**config.mk**
```make
export PLATFORM = sky130hd
export DESIGN_NAME = write_addr_arb
export DESIGN_NICKNAME = d
export VERILOG_FILES = /design/src/rtl/axi_pkg.sv /design/src/rtl/axi_addr_decoder.sv /design/src/rtl/write_addr_arb.sv
export SDC_FILE = /design/constraint.sdc
export NUM_CORES = 1
export LEC_CHECK = 0
export ABC_AREA = 1
export CAP_MARGIN = 40
export CORE_ASPECT_RATIO = 0.9
export CORE_UTILIZATION = 29
export CTS_CLUSTER_DIAMETER = 120
export CTS_CLUSTER_SIZE = 16
export DETAILED_ROUTE_END_ITERATION = 6
export PLACE_DENSITY = 0.72
export SYNTH_ARGS = -nofsm -noshare
export SYNTH_HDL_FRONTEND = slang
export SYNTH_HIERARCHICAL = 1
export SYNTH_SLANG_ARGS = --single-unit
```
**constraint.sdc**
```tcl
create_clock -name ACLK -period 1.6 [get_ports ACLK]
set_input_delay 0.32 -clock ACLK [delete_from_list [all_inputs] [get_ports ACLK]]
set_output_delay 0.32 -clock ACLK [all_outputs]
set_load 0.05 [all_outputs]
```
**src/rtl/axi_pkg.sv**
```systemverilog
// -----------------------------------------------------------------------------
// axi_pkg
// Shared definitions for the AXI interconnect arbiters and decoders:
//   - slave address windows (base/limit) for S1..S5
//   - zero-based slave index encoding produced by the address decoder
//   - routing codes handed to the response muxes (ROUTE_IDLE, ROUTE_S1..S5)
//   - write-address arbiter state enum
//   - AXI response codes
// -----------------------------------------------------------------------------
package axi_pkg;

    localparam int NUM_SLAVES = 5;

    localparam logic [31:0] S1_BASE  = 32'h0000_0000;
    localparam logic [31:0] S1_LIMIT = 32'h0000_3FFF;
    localparam logic [31:0] S2_BASE  = 32'h0001_0000;
    localparam logic [31:0] S2_LIMIT = 32'h0001_FFFF;
    localparam logic [31:0] S3_BASE  = 32'h0002_0000;
    localparam logic [31:0] S3_LIMIT = 32'h0002_FFFF;
    localparam logic [31:0] S4_BASE  = 32'h1000_0000;
    localparam logic [31:0] S4_LIMIT = 32'h1000_03FF;
    localparam logic [31:0] S5_BASE  = 32'h2000_0000;
    localparam logic [31:0] S5_LIMIT = 32'h201F_FFFF;

    // Zero-based slave index; also the bit position in the one-hot slave vectors.
    typedef enum logic [2:0] {
        SLV_S1 = 3'd0,
        SLV_S2 = 3'd1,
        SLV_S3 = 3'd2,
        SLV_S4 = 3'd3,
        SLV_S5 = 3'd4
    } slv_idx_e;

    // Routing code = {one-based slave number + 1, 1'b1}; all-zero means no route.
    localparam logic [3:0] ROUTE_IDLE = 4'b0000;
    localparam logic [3:0] ROUTE_S1   = 4'b0101;
    localparam logic [3:0] ROUTE_S2   = 4'b0111;
    localparam logic [3:0] ROUTE_S3   = 4'b1001;
    localparam logic [3:0] ROUTE_S4   = 4'b1011;
    localparam logic [3:0] ROUTE_S5   = 4'b1101;

    typedef enum logic [1:0] {
        ST_IDLE = 2'd0,
        ST_ADDR = 2'd1,
        ST_DATA = 2'd2,
        ST_RESP = 2'd3
    } arb_state_e;

    localparam logic [1:0] RESP_OKAY   = 2'b00;
    localparam logic [1:0] RESP_EXOKAY = 2'b01;
    localparam logic [1:0] RESP_SLVERR = 2'b10;
    localparam logic [1:0] RESP_DECERR = 2'b11;

    function automatic logic [3:0] route_code(input logic [2:0] idx);
        logic [3:0] code;
        case (idx)
            SLV_S1:  code = ROUTE_S1;
            SLV_S2:  code = ROUTE_S2;
            SLV_S3:  code = ROUTE_S3;
            SLV_S4:  code = ROUTE_S4;
            default: code = ROUTE_S5;
        endcase
        return code;
    endfunction

endpackage

```
**src/rtl/axi_addr_decoder.sv**
```systemverilog
// -----------------------------------------------------------------------------
// axi_addr_decoder
// Pure combinational address-to-slave decode, shared by the read and write
// arbiters. Anything outside the S1..S4 windows lands on S5, which doubles as
// the default slave.
// Ports:
//   addr    in  ADDR_W  transaction address
//   slv_idx out 3       zero-based slave index (slv_idx_e encoding)
// -----------------------------------------------------------------------------
module axi_addr_decoder
    import axi_pkg::*;
#(
    parameter int ADDR_W = 32
) (
    input  logic [ADDR_W-1:0] addr,
    output logic [2:0]        slv_idx
);

    function automatic logic in_range(input logic [ADDR_W-1:0] a,
                                      input logic [ADDR_W-1:0] base,
                                      input logic [ADDR_W-1:0] limit);
        return (a >= base) && (a <= limit);
    endfunction

    always_comb begin
        slv_idx = SLV_S5;
        if (in_range(addr, ADDR_W'(S1_BASE), ADDR_W'(S1_LIMIT))) begin
            slv_idx = SLV_S1;
        end else if (in_range(addr, ADDR_W'(S2_BASE), ADDR_W'(S2_LIMIT))) begin
            slv_idx = SLV_S2;
        end else if (in_range(addr, ADDR_W'(S3_BASE), ADDR_W'(S3_LIMIT))) begin
            slv_idx = SLV_S3;
        end else if (in_range(addr, ADDR_W'(S4_BASE), ADDR_W'(S4_LIMIT))) begin
            slv_idx = SLV_S4;
        end
    end

endmodule

```
**src/rtl/write_addr_arb.sv**
```systemverilog
// -----------------------------------------------------------------------------
// write_addr_arb
// Write-address arbiter/decoder for master M1. Takes one AW at a time, decodes
// it to S1..S5, forwards the latched AW to that slave, steers the W burst to it
// and holds the route (AW_arbiter) until the B handshake completes on M1.
// Ports:
//   ACLK, ARESET                 clock, synchronous active-high reset
//   AW*_M1 / AWREADY_M1          master write-address channel
//   W*_M1  / WREADY_M1           master write-data channel
//   AW*_S, AWVALID_S/AWREADY_S   broadcast AW payload, one-hot valid per slave
//   W*_S,  WVALID_S/WREADY_S     broadcast W payload, one-hot valid per slave
//   BVALID_M1, BREADY_M1         B handshake seen at M1 side of the response mux
//   AW_arbiter                   routing code for the write-response mux
//   PROT_ERR                     sticky WLAST/AWLEN mismatch flag
// -----------------------------------------------------------------------------
module write_addr_arb
    import axi_pkg::*;
#(
    parameter int         ADDR_W     = 32,
    parameter int         DATA_W     = 32,
    parameter int         ID_W       = 4,
    parameter int         IDS_W      = 8,
    parameter int         LEN_W      = 4,
    parameter logic [3:0] MASTER_TAG = 4'b0001
) (
    input  logic                  ACLK,
    input  logic                  ARESET,

    input  logic [ID_W-1:0]       AWID_M1,
    input  logic [ADDR_W-1:0]     AWADDR_M1,
    input  logic [LEN_W-1:0]      AWLEN_M1,
    input  logic [2:0]            AWSIZE_M1,
    input  logic [1:0]            AWBURST_M1,
    input  logic                  AWVALID_M1,
    output logic                  AWREADY_M1,

    input  logic [DATA_W-1:0]     WDATA_M1,
    input  logic [DATA_W/8-1:0]   WSTRB_M1,
    input  logic                  WLAST_M1,
    input  logic                  WVALID_M1,
    output logic                  WREADY_M1,

    output logic [IDS_W-1:0]      AWID_S,
    output logic [ADDR_W-1:0]     AWADDR_S,
    output logic [LEN_W-1:0]      AWLEN_S,
    output logic [2:0]            AWSIZE_S,
    output logic [1:0]            AWBURST_S,
    output logic [4:0]            AWVALID_S,
    input  logic [4:0]            AWREADY_S,

    output logic [DATA_W-1:0]     WDATA_S,
    output logic [DATA_W/8-1:0]   WSTRB_S,
    output logic                  WLAST_S,
    output logic [4:0]            WVALID_S,
    input  logic [4:0]            WREADY_S,

    input  logic                  BVALID_M1,
    input  logic                  BREADY_M1,

    output logic [3:0]            AW_arbiter,
    output logic                  PROT_ERR
);

    arb_state_e        state_q, state_d;
    logic [2:0]        dec_idx;
    logic [2:0]        sel_q;
    logic [4:0]        sel_oh;
    logic [3:0]        route_q;
    logic [IDS_W-1:0]  awid_q;
    logic [ADDR_W-1:0] awaddr_q;
    logic [LEN_W-1:0]  awlen_q;
    logic [2:0]        awsize_q;
    logic [1:0]        awburst_q;
    logic [LEN_W-1:0]  beat_cnt_q;
    logic              prot_err_q;
    logic              aw_hs, w_hs, b_hs, last_beat;

    axi_addr_decoder #(.ADDR_W(ADDR_W)) u_addr_decoder (
        .addr    (AWADDR_M1),
        .slv_idx (dec_idx)
    );

    assign sel_oh    = 5'(1) << sel_q;
    assign aw_hs     = (state_q == ST_IDLE) && AWVALID_M1;
    assign w_hs      = (state_q == ST_DATA) && WVALID_M1 && WREADY_S[sel_q];
    assign b_hs      = (state_q == ST_RESP) && BVALID_M1 && BREADY_M1;
    assign last_beat = (beat_cnt_q == awlen_q);

    // AW payload is the registered copy so it stays stable while the slave stalls.
    assign AWID_S     = awid_q;
    assign AWADDR_S   = awaddr_q;
    assign AWLEN_S    = awlen_q;
    assign AWSIZE_S   = awsize_q;
    assign AWBURST_S  = awburst_q;

    // W payload is broadcast combinationally; only the one-hot valid selects a slave.
    assign WDATA_S    = WDATA_M1;
    assign WSTRB_S    = WSTRB_M1;
    assign WLAST_S    = WLAST_M1;

    assign AW_arbiter = route_q;
    assign PROT_ERR   = prot_err_q;

    always_comb begin
        state_d    = state_q;
        AWREADY_M1 = 1'b0;
        AWVALID_S  = 5'b00000;
        WVALID_S   = 5'b00000;
        WREADY_M1  = 1'b0;
        case (state_q)
            ST_IDLE: begin
                AWREADY_M1 = 1'b1;
                if (AWVALID_M1) begin
                    state_d = ST_ADDR;
                end
            end
            ST_ADDR: begin
                AWVALID_S = sel_oh;
                if (AWREADY_S[sel_q]) begin
                    state_d = ST_DATA;
                end
            end
            ST_DATA: begin
                WVALID_S  = WVALID_M1 ? sel_oh : 5'b00000;
                WREADY_M1 = WREADY_S[sel_q];
                if (w_hs && last_beat) begin
                    state_d = ST_RESP;
                end
            end
            ST_RESP: begin
                if (b_hs) begin
                    state_d = ST_IDLE;
                end
            end
            default: state_d = ST_IDLE;
        endcase
    end

    always_ff @(posedge ACLK) begin
        if (ARESET) begin
            state_q    <= ST_IDLE;
            sel_q      <= 3'd0;
            route_q    <= ROUTE_IDLE;
            awid_q     <= '0;
            awaddr_q   <= '0;
            awlen_q    <= '0;
            awsize_q   <= '0;
            awburst_q  <= '0;
            beat_cnt_q <= '0;
            prot_err_q <= 1'b0;
        end else begin
            state_q <= state_d;
            if (aw_hs) begin
                sel_q      <= dec_idx;
                route_q    <= route_code(dec_idx);
                awid_q     <= IDS_W'({MASTER_TAG, AWID_M1});
                awaddr_q   <= AWADDR_M1;
                awlen_q    <= AWLEN_M1;
                awsize_q   <= AWSIZE_M1;
                awburst_q  <= AWBURST_M1;
                beat_cnt_q <= '0;
            end
            if (w_hs) begin
                // Holding the count on the final beat keeps a 16-beat burst from wrapping.
                if (!last_beat) begin
                    beat_cnt_q <= beat_cnt_q + LEN_W'(1);
                end
                if (WLAST_M1 != last_beat) begin
                    prot_err_q <= 1'b1;
                end
            end
            if (b_hs) begin
                route_q <= ROUTE_IDLE;
            end
        end
    end

endmodule

```
---- After elaboration in Yosys (flattened, before gate mapping) ----
Index checks and enable logic that the tools add are counted.
storage, ports and cells
  bits in registers ....................... 60
  input port bits ......................... 98
  output and inout port bits .............. 103
  logic and storage cells ................. 70
cells by class
  add/subtract/negate cells ............... 1
  order comparisons ....................... 9
  equal/unequal tests ..................... 12
  shift operators ......................... 1
  mux-type cells .......................... 22
  reductions and logical operators ........ 15
operator list
  operator                count
  $ge A32 B1 Y1 const B   1
  $ge A32 B17 Y1 const B  1
  $ge A32 B18 Y1 const B  1
  $ge A32 B29 Y1 const B  1
  $le A32 B14 Y1 const B  1
  $le A32 B17 Y1 const B  1
  $le A32 B18 Y1 const B  1
  $le A32 B29 Y1 const B  1
  $pmux W4 S4             1
  $mux W5                 3
  $mux W3                 4
  $mux W4                 3
  $logic_and A1 B1 Y1     10
  $mux W2                 4
  $pmux W2 S4             1
  $bmux W1 S3             2
  $eq A3 B2 Y1 const B    2
  $ne A2 B2 Y1 const B    3
  $shl A1 B3 Y5 const A   1
  $add A4 B1 Y4 const B   1
  $eq A2 B2 Y1 const B    2
  $eq A4 B4 Y1            1
  $lt A3 B4 Y1 const B    1
  $mux W1                 4
  9 further kinds         9

---- Depth between registers and ports, before layout ----
  word-level depth ........................ 8
  mapped depth ............................ 13
  mapped depth without buffers ............ 12

---- By module ----
Netlist, hierarchy kept.
modules (own cells, without submodules)
  module            times used  cells each  area each (µm²)  sequential area each (µm²)
  write_addr_arb    1           380         2786.4           1201.2
  axi_addr_decoder  1           37          172.7            0.0

---- Worst setup path before layout ----
OpenSTA, ideal clock, no wires.
  path kind ............................... reg-to-reg
  from .................................... reg state_q[0]
  to ...................................... reg route_q[1], in the netlist AW_arbiter[1]
  library setup time ...................... 0.112 ns
  arrival time ............................ 1.705 ns
  required time ........................... 1.488 ns
  slack ................................... -0.217 ns
  cell stages (with the launch flop) ...... 8
  buffers on the path ..................... 1
  period minus slack after synthesis ...... 1.817 ns
  cell sequence ........................... dfxtp_1 > inv_1 > ha_1 > nand2_2 > inv_2 > buf_2 > nor2_1 > a2111oi_1
between the ends
  longest elaborated chain between the ends .. 4
  elaborated cells between the ends (all ways) .. 6
  classes of those cells .................. eq/ne (1); reduce/logical (5)
RTL lines
  element                           line                   text
  from (decl)                       write_addr_arb.sv:64   arb_state_e state_q, state_d;
  from (signal assigned)            write_addr_arb.sv:152  state_q <= state_d;
  $eq A2 B2 Y1                      write_addr_arb.sv:86   assign b_hs = (state_q == ST_RESP) && BVALID_M1 && BREADY_M1;
  $logic_and A1 B1 Y1 (2 in a row)  write_addr_arb.sv:86
  $reduce_or A2 Y1 (no line)        -
  to (signal assigned)              write_addr_arb.sv:155  route_q <= route_code(dec_idx);
  to (decl)                         write_addr_arb.sv:68   logic [3:0] route_q;
Several ways; a longest one is shown, not always the timed one.
A chain may end at the register's enable or synchronous reset.

---- Worst setup path in the final report ----
  from .................................... reg sel_q[0]
  to ...................................... out WREADY_M1
between the ends
  longest elaborated chain between the ends .. 3
RTL lines
  element                        line                   text
  from (decl)                    write_addr_arb.sv:66   logic [2:0] sel_q;
  from (signal assigned)         write_addr_arb.sv:154  sel_q <= dec_idx;
  $bmux W1 S3                    write_addr_arb.sv:125  WREADY_M1 = WREADY_S[sel_q];
  $mux W1 (not written as such)  write_addr_arb.sv:125
  $mux W1                        write_addr_arb.sv:110  case (state_q)
  to (decl)                      write_addr_arb.sv:41   output logic WREADY_M1,
No other way between the ends. The select of a mux whose other input is x is not followed.

==> flow_metrics.env <==
export IMPL_outcome="finished, violations left"
export IMPL_violations="negative setup slack"
export IMPL_final_net_count=622
export IMPL_clock_fmax_mhz=594
export IMPL_synthTopCellsByArea="dfxtp_1 41%, nor2_1 16%, buf_4 10%, o21ai_0 8.5%, nand2_1 6.2%"
export IMPL_slew_violations=0
export IMPL_drv_cap=0
export IMPL_cp_arrival_ns=1.36
export IMPL_wirelength_um=8430
export IMPL_drive_above_1_share_pct=29.4
export IMPL_yosysTopAreaCellShare_pct=40.6
export IMPL_hold_viol_final=0
export IMPL_die_w_um=108
export IMPL_post_drt_wl_per_cell_um=13.0
export IMPL_drt_iter0_drc=134
export IMPL_cp_max_fo=6
export IMPL_ys_warn_count=6
export IMPL_grt_max_degree=47
export IMPL_first_global_vias=2851
export IMPL_skew_ns=0.00597
export IMPL_cts_tree="built"
export IMPL_coreArea_mm2=0.00978
export IMPL_required_ns=1.28
export IMPL_num_rows=34
export IMPL_setup_viol=9
export IMPL_fin_tns_setup_ns=-0.436
export IMPL_via_count=2897
export IMPL_synth_seq_cells=60
export IMPL_p_sw_share_pct=43.1
export IMPL_ys_async_sr_fraction_pct=0
export IMPL_cts_sinks=60
export IMPL_viasPerCell=4.46
export IMPL_p_leak_nw=2.04
export IMPL_layout_commonest_cell="nor2_1"
export IMPL_fin_util_pct=49.3
export IMPL_syn_inst=417
export IMPL_peakVddDrop_mv=0.870
export IMPL_setup_ws_ns=-0.0844
export IMPL_pwr_density_cell_mw_per_mm2=1760
export IMPL_power_frac_comb_pct=49.5
export IMPL_end_kind="primary output"
export IMPL_cp_start_kind="flop"
export IMPL_start_util_pct=30.2
export IMPL_cts_max_level=3
export IMPL_cts_buffer_depth=2
export IMPL_grt_pass1_wl_um=13000
export IMPL_n_antenna_cell=0
export IMPL_ios=201
export IMPL_dieArea_mm2=0.0106
export IMPL_p_clk_share_pct=24.5
export IMPL_grt_overflow=0
export IMPL_globalplace_congestion=0.758
export IMPL_layout_min_cycle_time_ns=1.68
export IMPL_areaGrowthSynthToFinish_pct=62.9
export IMPL_grt_usage_pct=15.6
export IMPL_intPower_mw=4.84
export IMPL_synth_seq_area_share_pct=40.6
export IMPL_crit_type="reg2out"
export IMPL_syn_area_per_cell_um2=7.10
export IMPL_clk_insertion_delay_late_ns=0.32
export IMPL_antenna_left=0
export IMPL_root_buffer="clkbuf_16"
export IMPL_antenna_found_initial=0
export IMPL_dp_worst_setup_slack_ns=-0.377
export IMPL_final_cell_mix="110 x nor2_1, 61 x buf_4, 56 x dfxtp_1"
export IMPL_drc=0
export IMPL_yosysTopAreaCell="dfxtp_1"
export IMPL_rsz0062_at_grt="true"
export IMPL_numCtsBuffers=9
export IMPL_p_total_mw=8.50
export IMPL_clkTransAtPathRegs_ns=0.05
export IMPL_slowest_delay_ns=0.38
export IMPL_p_seq_share_pct=26.0
export IMPL_place_area_mm2=0.00420
export IMPL_ys_types=31
export IMPL_io_buffers=125
export IMPL_dp_hpwl_um=5850
export IMPL_fin_crit_sh_pct=105
export IMPL_crit_chain="clkinv_4, nand2_2, nand2_1, nand2_1, nand2_2, nand2_4, a21oi_4, buf_12"
export IMPL_synth_cell_area_mm2=0.00296
export IMPL_p_sw_mw=3.66
export IMPL_crit_slowest_cell="dfxtp_4"
export IMPL_hold_path_class="reg2reg"
export IMPL_dr_pass1_iters=4
export IMPL_die_y_um=97.8
export IMPL_synth_edf_count=0
export IMPL_synthFlopType="dfxtp_1"
export IMPL_fin_area_mm2=0.00482
==> worst paths after layout <==
kind            start         end  slack (ns)  cells past startpoint
max          sel_q[0]   WREADY_M1       -0.08                      8
min reg2reg  PROT_ERR    PROT_ERR        0.45                      2
max reg2reg  sel_q[0]  state_q[1]        0.08                     13
min          PROT_ERR    PROT_ERR        0.45                      2
==> logic make-up (layout without fill, tap and decap cells) <==
kind of cell	Yosys count	count (layout)	share of synthesized area, %
xor+xnor	5	5	1.48
buf+inv	77	182	15.3
flops	60	60	40.6
fa+ha+maj	5	5	2.11
other cells	1	3	0.127
compound gates	65	65	11.8
simple gates	204	204	28.6
==> flip-flops by register name (all words and copies together) (netlist names) <==
signal	flops
AW_arbiter	4
AWADDR_S	32
state_q	2
AWSIZE_S	3
AWLEN_S	4
AWBURST_S	2
sel_q	3
AWID_S	5
PROT_ERR	1
beat_cnt_q	4
==> power groups by stage <==
stage	combinational (mW)	sequential, mW	clock, mW
after floorplan	1.51	3.39	0
after global placement	3.79	2.18	0
after detailed placement	3.84	2.21	0
after CTS	3.99	2.21	2.15
after global routing	4.50	2.26	2.22
final	4.20	2.21	2.08
==> what timing repair did <==
action / CTS / global route
pin swaps: 7 / 10
resized for setup: 41 / 29
endpoints found under the setup margin: 12 / 54
buffers inserted: 3 / 4
hold buffers: 0 / 0
gates cloned: 0 / 1
==> synthesized netlist by cell type (8+ instances only) <==
cell type,count
inv_1,19
a21oi_1,8
nor2_1,124
o21ai_0,50
nand2_2,8
buf_4,40
nand2_1,49
clkbuf_1,13
nand3_1,12
dfxtp_1,60
==> worst max-delay path: cells and delay by family (launching register included) <==
| family | cells | cell delay, ns |
|---|---|---|
| AOI/OAI and AO/OA | 1 | 0.14 |
| and+or+nand+nor | 5 | 0.31 |
| DFF | 1 | 0.38 |
| buffers and inverters | 2 | 0.21 |
==> metal layers <==
metal | vias to the layer above | track usage [%] | wire, µm
li1 | 1482 | - | -
met1 | 1296 | 17.4 | 3570
met2 | 101 | 27.2 | 4140
met3 | 18 | 5.54 | 632
met4 | 0 | 5.61 | 93
met5 | - | 0 | 0
==> per-stage QoR <==
step,hold WS [ns],instances
after floorplan,0.389,419
after global placement,0.435,626
after detailed placement,0.447,626
after CTS,0.455,645
after global routing,0.469,650
final,0.454,650
==> area by class of cell <==
type | instances | area, µm²
clock buffer | 12 | 246
inverter | 21 | 101
timing repair buffer | 145 | 1510
tap | 126 | 158
multi-input combinational | 282 | 1520
sequential | 60 | 1210
clock inverter | 4 | 72.6
fill | 919 | 4960
No activity file was read; power rests on OpenSTA's default activity.
